--- src/rtl/ps2_key_decoder.sv ---
// PS/2 scan-code parser: strips E0/F0 prefixes, tracks per-button held state, one press pulse per physical keystroke.
// One-cycle registered latency from the completing byte; accepts one byte per cycle with no stall.
module ps2_key_decoder #(
    parameter logic [7:0] CODE1          = 8'h74,
    parameter logic [7:0] CODE2          = 8'h72,
    parameter logic [7:0] CODE3          = 8'h6B,
    parameter bit         REQUIRE_E0     = 1'b1,
    parameter int         TIMEOUT_CYCLES = 2_500_000
) (
    input  logic       clock,
    input  logic       reset,
    input  logic       i_byte_valid,
    input  logic [7:0] i_byte_data,
    output logic [2:0] o_press,
    output logic [2:0] o_held,
    output logic       o_error,
    output logic       o_busy
);

    localparam int               CNT_W    = (TIMEOUT_CYCLES > 1) ? $clog2(TIMEOUT_CYCLES) : 1;
    localparam logic [CNT_W-1:0] CNT_LAST = CNT_W'(TIMEOUT_CYCLES - 1);

    typedef enum logic [1:0] {
        S_IDLE    = 2'd0,
        S_EXT     = 2'd1,
        S_BRK     = 2'd2,
        S_EXT_BRK = 2'd3
    } state_t;

    state_t           r_state;
    state_t           w_state_next;
    logic [CNT_W-1:0] r_cnt;
    logic [2:0]       r_press;
    logic [2:0]       r_held;
    logic             r_error;

    logic       w_is_e0;
    logic       w_is_f0;
    logic       w_make;
    logic       w_break;
    logic       w_ext;
    logic       w_seq_err;
    logic       w_timeout;
    logic       w_ext_ok;
    logic [2:0] w_match;

    assign w_is_e0 = (i_byte_data == 8'hE0);
    assign w_is_f0 = (i_byte_data == 8'hF0);

    // A byte arriving on the expiry cycle wins over the timeout.
    assign w_timeout = (r_state != S_IDLE) && !i_byte_valid && (r_cnt == CNT_LAST);

    always_comb begin
        w_state_next = r_state;
        w_make       = 1'b0;
        w_break      = 1'b0;
        w_ext        = 1'b0;
        w_seq_err    = 1'b0;
        if (i_byte_valid) begin
            case (r_state)
                S_IDLE: begin
                    if (w_is_e0)      w_state_next = S_EXT;
                    else if (w_is_f0) w_state_next = S_BRK;
                    else              w_make       = 1'b1;
                end
                S_EXT: begin
                    w_state_next = S_IDLE;
                    w_ext        = 1'b1;
                    if (w_is_f0)      w_state_next = S_EXT_BRK;
                    else if (w_is_e0) w_seq_err    = 1'b1;
                    else              w_make       = 1'b1;
                end
                S_BRK: begin
                    w_state_next = S_IDLE;
                    if (w_is_e0 || w_is_f0) w_seq_err = 1'b1;
                    else                    w_break   = 1'b1;
                end
                S_EXT_BRK: begin
                    w_state_next = S_IDLE;
                    w_ext        = 1'b1;
                    if (w_is_e0 || w_is_f0) w_seq_err = 1'b1;
                    else                    w_break   = 1'b1;
                end
                default: w_state_next = S_IDLE;
            endcase
        end else if (w_timeout) begin
            w_state_next = S_IDLE;
        end
    end

    assign w_ext_ok   = w_ext || !REQUIRE_E0;
    assign w_match[0] = (i_byte_data == CODE1) && w_ext_ok;
    assign w_match[1] = (i_byte_data == CODE2) && w_ext_ok;
    assign w_match[2] = (i_byte_data == CODE3) && w_ext_ok;

    always_ff @(posedge clock) begin
        if (reset) r_state <= S_IDLE;
        else       r_state <= w_state_next;
    end

    always_ff @(posedge clock) begin
        if (reset || i_byte_valid || (r_state == S_IDLE) || w_timeout) r_cnt <= '0;
        else                                                           r_cnt <= r_cnt + 1'b1;
    end

    always_ff @(posedge clock) begin
        if (reset) begin
            r_press <= 3'b000;
            r_held  <= 3'b000;
            r_error <= 1'b0;
        end else begin
            r_press <= w_make ? (w_match & ~r_held) : 3'b000;
            if (w_make)       r_held <= r_held | w_match;
            else if (w_break) r_held <= r_held & ~w_match;
            r_error <= w_seq_err || w_timeout;
        end
    end

    assign o_press = r_press;
    assign o_held  = r_held;
    assign o_error = r_error;
    assign o_busy  = (r_state != S_IDLE);

endmodule
--- config.mk ---
export PLATFORM = sky130hd
export DESIGN_NAME = ps2_key_decoder
export DESIGN_NICKNAME = d
export VERILOG_FILES = /design/src/rtl/ps2_key_decoder.sv
export SDC_FILE = /design/constraint.sdc
export NUM_CORES = 1
export LEC_CHECK = 0
export ABC_AREA = 1
export BUFFER_PORTS_ARGS = -buffer_cell sky130_fd_sc_hd__buf_2
export CORE_ASPECT_RATIO = 2
export CORE_MARGIN = 5
export CORE_UTILIZATION = 50
export CTS_BUF_LIST = sky130_fd_sc_hd__clkbuf_8
export CTS_CLUSTER_SIZE = 28
export DETAILED_ROUTE_END_ITERATION = 6
export PLACE_DENSITY = 0.8
export SLEW_MARGIN = 20
export SYNTH_ARGS = -nofsm -noshare
export SYNTH_HDL_FRONTEND = slang
export SYNTH_SLANG_ARGS = --single-unit
--- constraint.sdc ---
create_clock -name clock -period 2.2 [get_ports clock]
set_clock_uncertainty 0.05 [all_clocks]
set_input_delay 0.44 -clock clock [delete_from_list [all_inputs] [get_ports clock]]
set_output_delay 0.44 -clock clock [all_outputs]
set_load 0.005 [all_outputs]
# Yosys cells after proc, flatten, opt, wreduce, memory -nomap -nowiden
# Cells that the tools add are included.
# op_classes
addsub,1
n_eq_ne,10
n_mux,24
bitwise,6
n_reduce_logical,19
# op_table
operator,count
== test 8 x 7 -> 1 bit (second input constant),3
adder 22 x 1 -> 22 bit (second input constant),1
== test 22 bit (second input constant),1
== test 8 bit (second input constant),2
two-way mux 1 bit,14
two-way mux 2 bit,5
AND 3 bit,2
two-way mux 3 bit,2
inverter 3 bit,2
one-hot mux 2 bit (3 select lines),1
nonzero test 2 bit,3
OR reduction 2 bit,3
logical AND 1 bit,5
logical OR 1 bit,5
== test 2 bit (second input constant),2
!= test 4 bit (second input constant),1
one-hot mux 1 bit (2 select lines),2
OR 3 bit,1
== test 2 x 1 -> 1 bit (second input constant),1
logical NOT 2 bit,1
AND reduction 2 bit,1
logical NOT 1 bit,1
inverter 1 bit,1
# word_totals
register_bits,31
inputBits,11
out_inout_bits,8
word_cells,65

# Longest topological paths before layout
# depth
ltp_word,9
mapped_depth,9
depth_no_buf,9

# Least setup slack after synthesis
# No wires, ideal clock.
# synth_timing
path_type,flip-flop to flip-flop
startpoint,register r_cnt[0]
endpoint,register r_cnt[14]
setup_time_ns,0.115
t_arrival_ns,1.352
slack_ns,0.683
stages_incl_launch_ff,10
path_buffers,1
period_less_slack_ns,1.517
cell_sequence,dfxtp_1 ha_1 nand2_2 nor2_8 nand2_1 nor2_1 nand2_2 nand3_4 buf_12 nor2_2
# synth_between
elab_chain_len,3
# synth_rtl
element,line_no,source
from (decl),32,logic [CNT_W-1:0] r_cnt;
from (signal assigned),103,else r_cnt <= r_cnt + 1'b1;
branches (longest 3 deep; another with adder 22 x 1 -> 22 bit),-,
# Several ways; the timed one is not identified.
# A chain may end at the register's enable or synchronous reset.

# Final worst setup path
# layout_timing
startpoint,register r_cnt[0]
endpoint,register r_cnt[15]
# The elaborated chain is that of the path after synthesis.

==> metrics.md <==
| Metric | Value |
|---|---|
| CORE AREA | 0.00342 sq mm |
| Total grt overflow | 0 |
| Net Count, Synth | 271 |
| Synth warnings | 0 |
| Sequential-to-total area share from yosys stat | 35.2% |
| Highest clock rate | 582 MHz |
| Synth Cell Area | 0.00177 sq mm |
| P_leak | 0.758 nW |
| Syn-to-layout area delta | 13.4% |
| Crit path arrival time | 1.83 ns |
| VDD IR-drop max | 0.788 mV |
| Pwr dens | 585 mW/mm^2 |
| CTS tree | yes |
| Worst R2R Start | r_cnt[0] |
| # Max-Cap Violations | 0 |
| Number of synthesized flops with an enable pin | 0 |
| Post-route ant nets | 0 |
| Fin util | 58.6% |
| Final Critical Period | 1.72 ns |
| Chip height | 94.0 um |
| Final TNS setup | 0 ns |
| Clk buf depth | 2 |
| CP startpoint kind | flip-flop |
| Clock Sinks | 31 |
| CP Class | flip-flop to flip-flop |
| Clock Latency Late Sink | 0.28 ns |
| Remaining DRCs | 0 |
| Initial drt markers | 56 |
| Post-CTS setup buffers | 0 |
| Ys async rst share | 0% |
| Io pins | 19 |
| Largest net degree at the start of global routing | 23 |
| Fill cells | 332 |
| Worst hold margin | 0.309 ns |
| CP required | 2.31 ns |
| Synth Instances | 259 |
| Crit end category | flip-flop |
| Initial antenna violation count | 0 |
| Period utilization | 78.1% |
| Final #Nets | 294 |
| Post-CTS resize count | 0 |
| Die Span X | 52.0 um |
| Share of cells above drive strength 1 | 17.7% |
| Dpl hpwl | 3.21 mm |
| Final hold violation count | 0 |
| Worst flop-to-flop path endpoint | r_cnt[15] |
| Gr usage total | 19.2% |
| Slew @ Worst Pin | 0.421 ns |
| FF-to-FF setup slack | 0.48 ns |
| H-tree depth | 2 |
| Max-slew headroom | 71.7% |
| ANT cells | 0 |
| Buffers on Ports | 18 |
| Unique masters post-synth | 27 |
| Final Max Slew Viols | 0 |
| Register bit count reported by yosys | 31 |
| Main synth FF type | dfxtp_1 |
| Outcome | finished clean |
| Crit Path Max Fanout | 22 |
| Clock-pin slew on the worst setup and hold paths | 0.07 ns |
| GPL Wtd Cong | 0.963 |
| Initial core utilization | 51.7% |
| Mapped Avg Cell Area | 6.82 sq um |
| First-pass GRT wire length | 7.03 mm |
| Hold buffers post-CTS | 0 |
| DR vias/cell | 5.14 |
| HP Start | reset |
| CTS root buf | clkbuf_8 |
| Hold WC Path Type | primary input to flip-flop |
| CTS buffer count | 5 |
| Routed vias | 1702 |
| Hold Path Cell Cnt | 2 |
| Setup violations, final | 0 |
| WL/cell | 12.6 um |
| RSZ-0062 raised after global routing | false |
| Worst Hold End | r_state[0] |
| Die footprint | 0.00489 sq mm |
| R2r worst-path depth | 8 |
| Vias in the first global route | 1713 |
| 1st-pass router iterations | 4 |
| Row count | 30 |
| WL final | 4.16 mm |
## worst max-delay path: stages, from the launching register on
cell and delay, ns:
dfxtp_1 0.35, ha_1 0.25, nand2_2 0.14, nor2_8 0.16
nand2_1 0.07, nor2_1 0.13, nand2_2 0.10, nand3_4 0.26
nor2_1 0.09
## power by group
group	leakage, nW	switching [W]	internal (W)
Combinational	0.447	0.0000225	0.0000122
Clock	0.0612	0.000208	0.000366
Sequential	0.250	0.000000487	0.000562
Total	0.758	0.000231	0.000940
## cells in the final DEF, fill, tap and decap left out, types with 4 or more instances in the layout
cell type and instances:
nand2_1 63, nor2_1 47, inv_1 31, dfxtp_1 31, buf_2 18, nand3_1 17, nor3_1 11, xor2_1 9
a21oi_2 8, nand4_1 8, a21oi_1 6, clkbuf_8 6, nand2_2 5, nor2_2 4
## how the worst max path moves through the flow
| stage | cells after the start | from | to |
|---|---|---|---|
| 2_1_floorplan | 9 | r_cnt[0] | r_cnt[14] |
| 3_3_place_gp | 8 | r_cnt[0] | r_cnt[15] |
| 4_1_cts | 8 | r_cnt[0] | r_cnt[15] |
| 3_5_place_dp | 8 | r_cnt[0] | r_cnt[17] |
| 5_1_grt | 8 | r_cnt[0] | r_cnt[15] |
| 6_report | 8 | r_cnt[0] | r_cnt[15] |
## kinds of logic after synthesis
group	count (synthesis)	share of synthesized area (%)
simple gates	166	44.2
buf+inv	34	8.58
flops	31	35.2
compound gates	18	6.95
xor+xnor	9	4.47
fa+ha+maj	1	0.709
## synthesized netlist by cell type (2+ instances only)
cell | n | share of area, %
nand2_1 | 63 | 13
nor2_1 | 47 | 10
dfxtp_1 | 31 | 35
inv_1 | 31 | 6.6
nand3_1 | 17 | 4.8
nor3_1 | 11 | 3.1
xor2_1 | 9 | 4.5
a21oi_2 | 8 | 4.0
nand4_1 | 8 | 2.8
a21oi_1 | 6 | 1.7
nand2_2 | 5 | 1.8
nor2_2 | 4 | 1.4
o21ai_0 | 3 | 0.85
nand3b_1 | 2 | 0.85
nor2_8 | 2 | 2.3
## flip-flops by register name (all words and copies together) (netlist names), named ones only
register / flops
o_error: 1
r_cnt: 22
r_state: 2
o_press: 3
## cell type report
cell class | count | area (sq um) | share of cell area [%]
inverter | 32 | 120 | 6.00
tap | 48 | 60.1 | 3.00
sequential | 31 | 621 | 31.0
timing repair buffer | 18 | 90.1 | 4.50
clock buffer | 6 | 82.6 | 4.13
multi-input combinational | 194 | 993 | 49.6
clock inverter | 2 | 35.0 | 1.75
## metrics by stage
step | cell area (sq um) | total power, W | worst slack [ns] | cells
6_report | 2000 | 0.00117 | 0.482 | 331
5_1_grt | 2000 | 0.00121 | 0.313 | 331
4_1_cts | 2000 | 0.00118 | 0.469 | 331
3_5_place_dp | 1880 | 0.000609 | 0.474 | 323
3_3_place_gp | 1880 | 0.000609 | 0.531 | 323
2_1_floorplan | 1770 | 0.000591 | 0.683 | 259
## layer usage
metal  part of all wire, %  vias up  GRT usage, %
met4                   8.1        0          16.6
li1                      -      869             -
met5                     0        -             0
met2                    55       52          36.3
met1                    32      757          16.0
met3                   4.3       24          2.86
(Power assumes the default switching activity.)
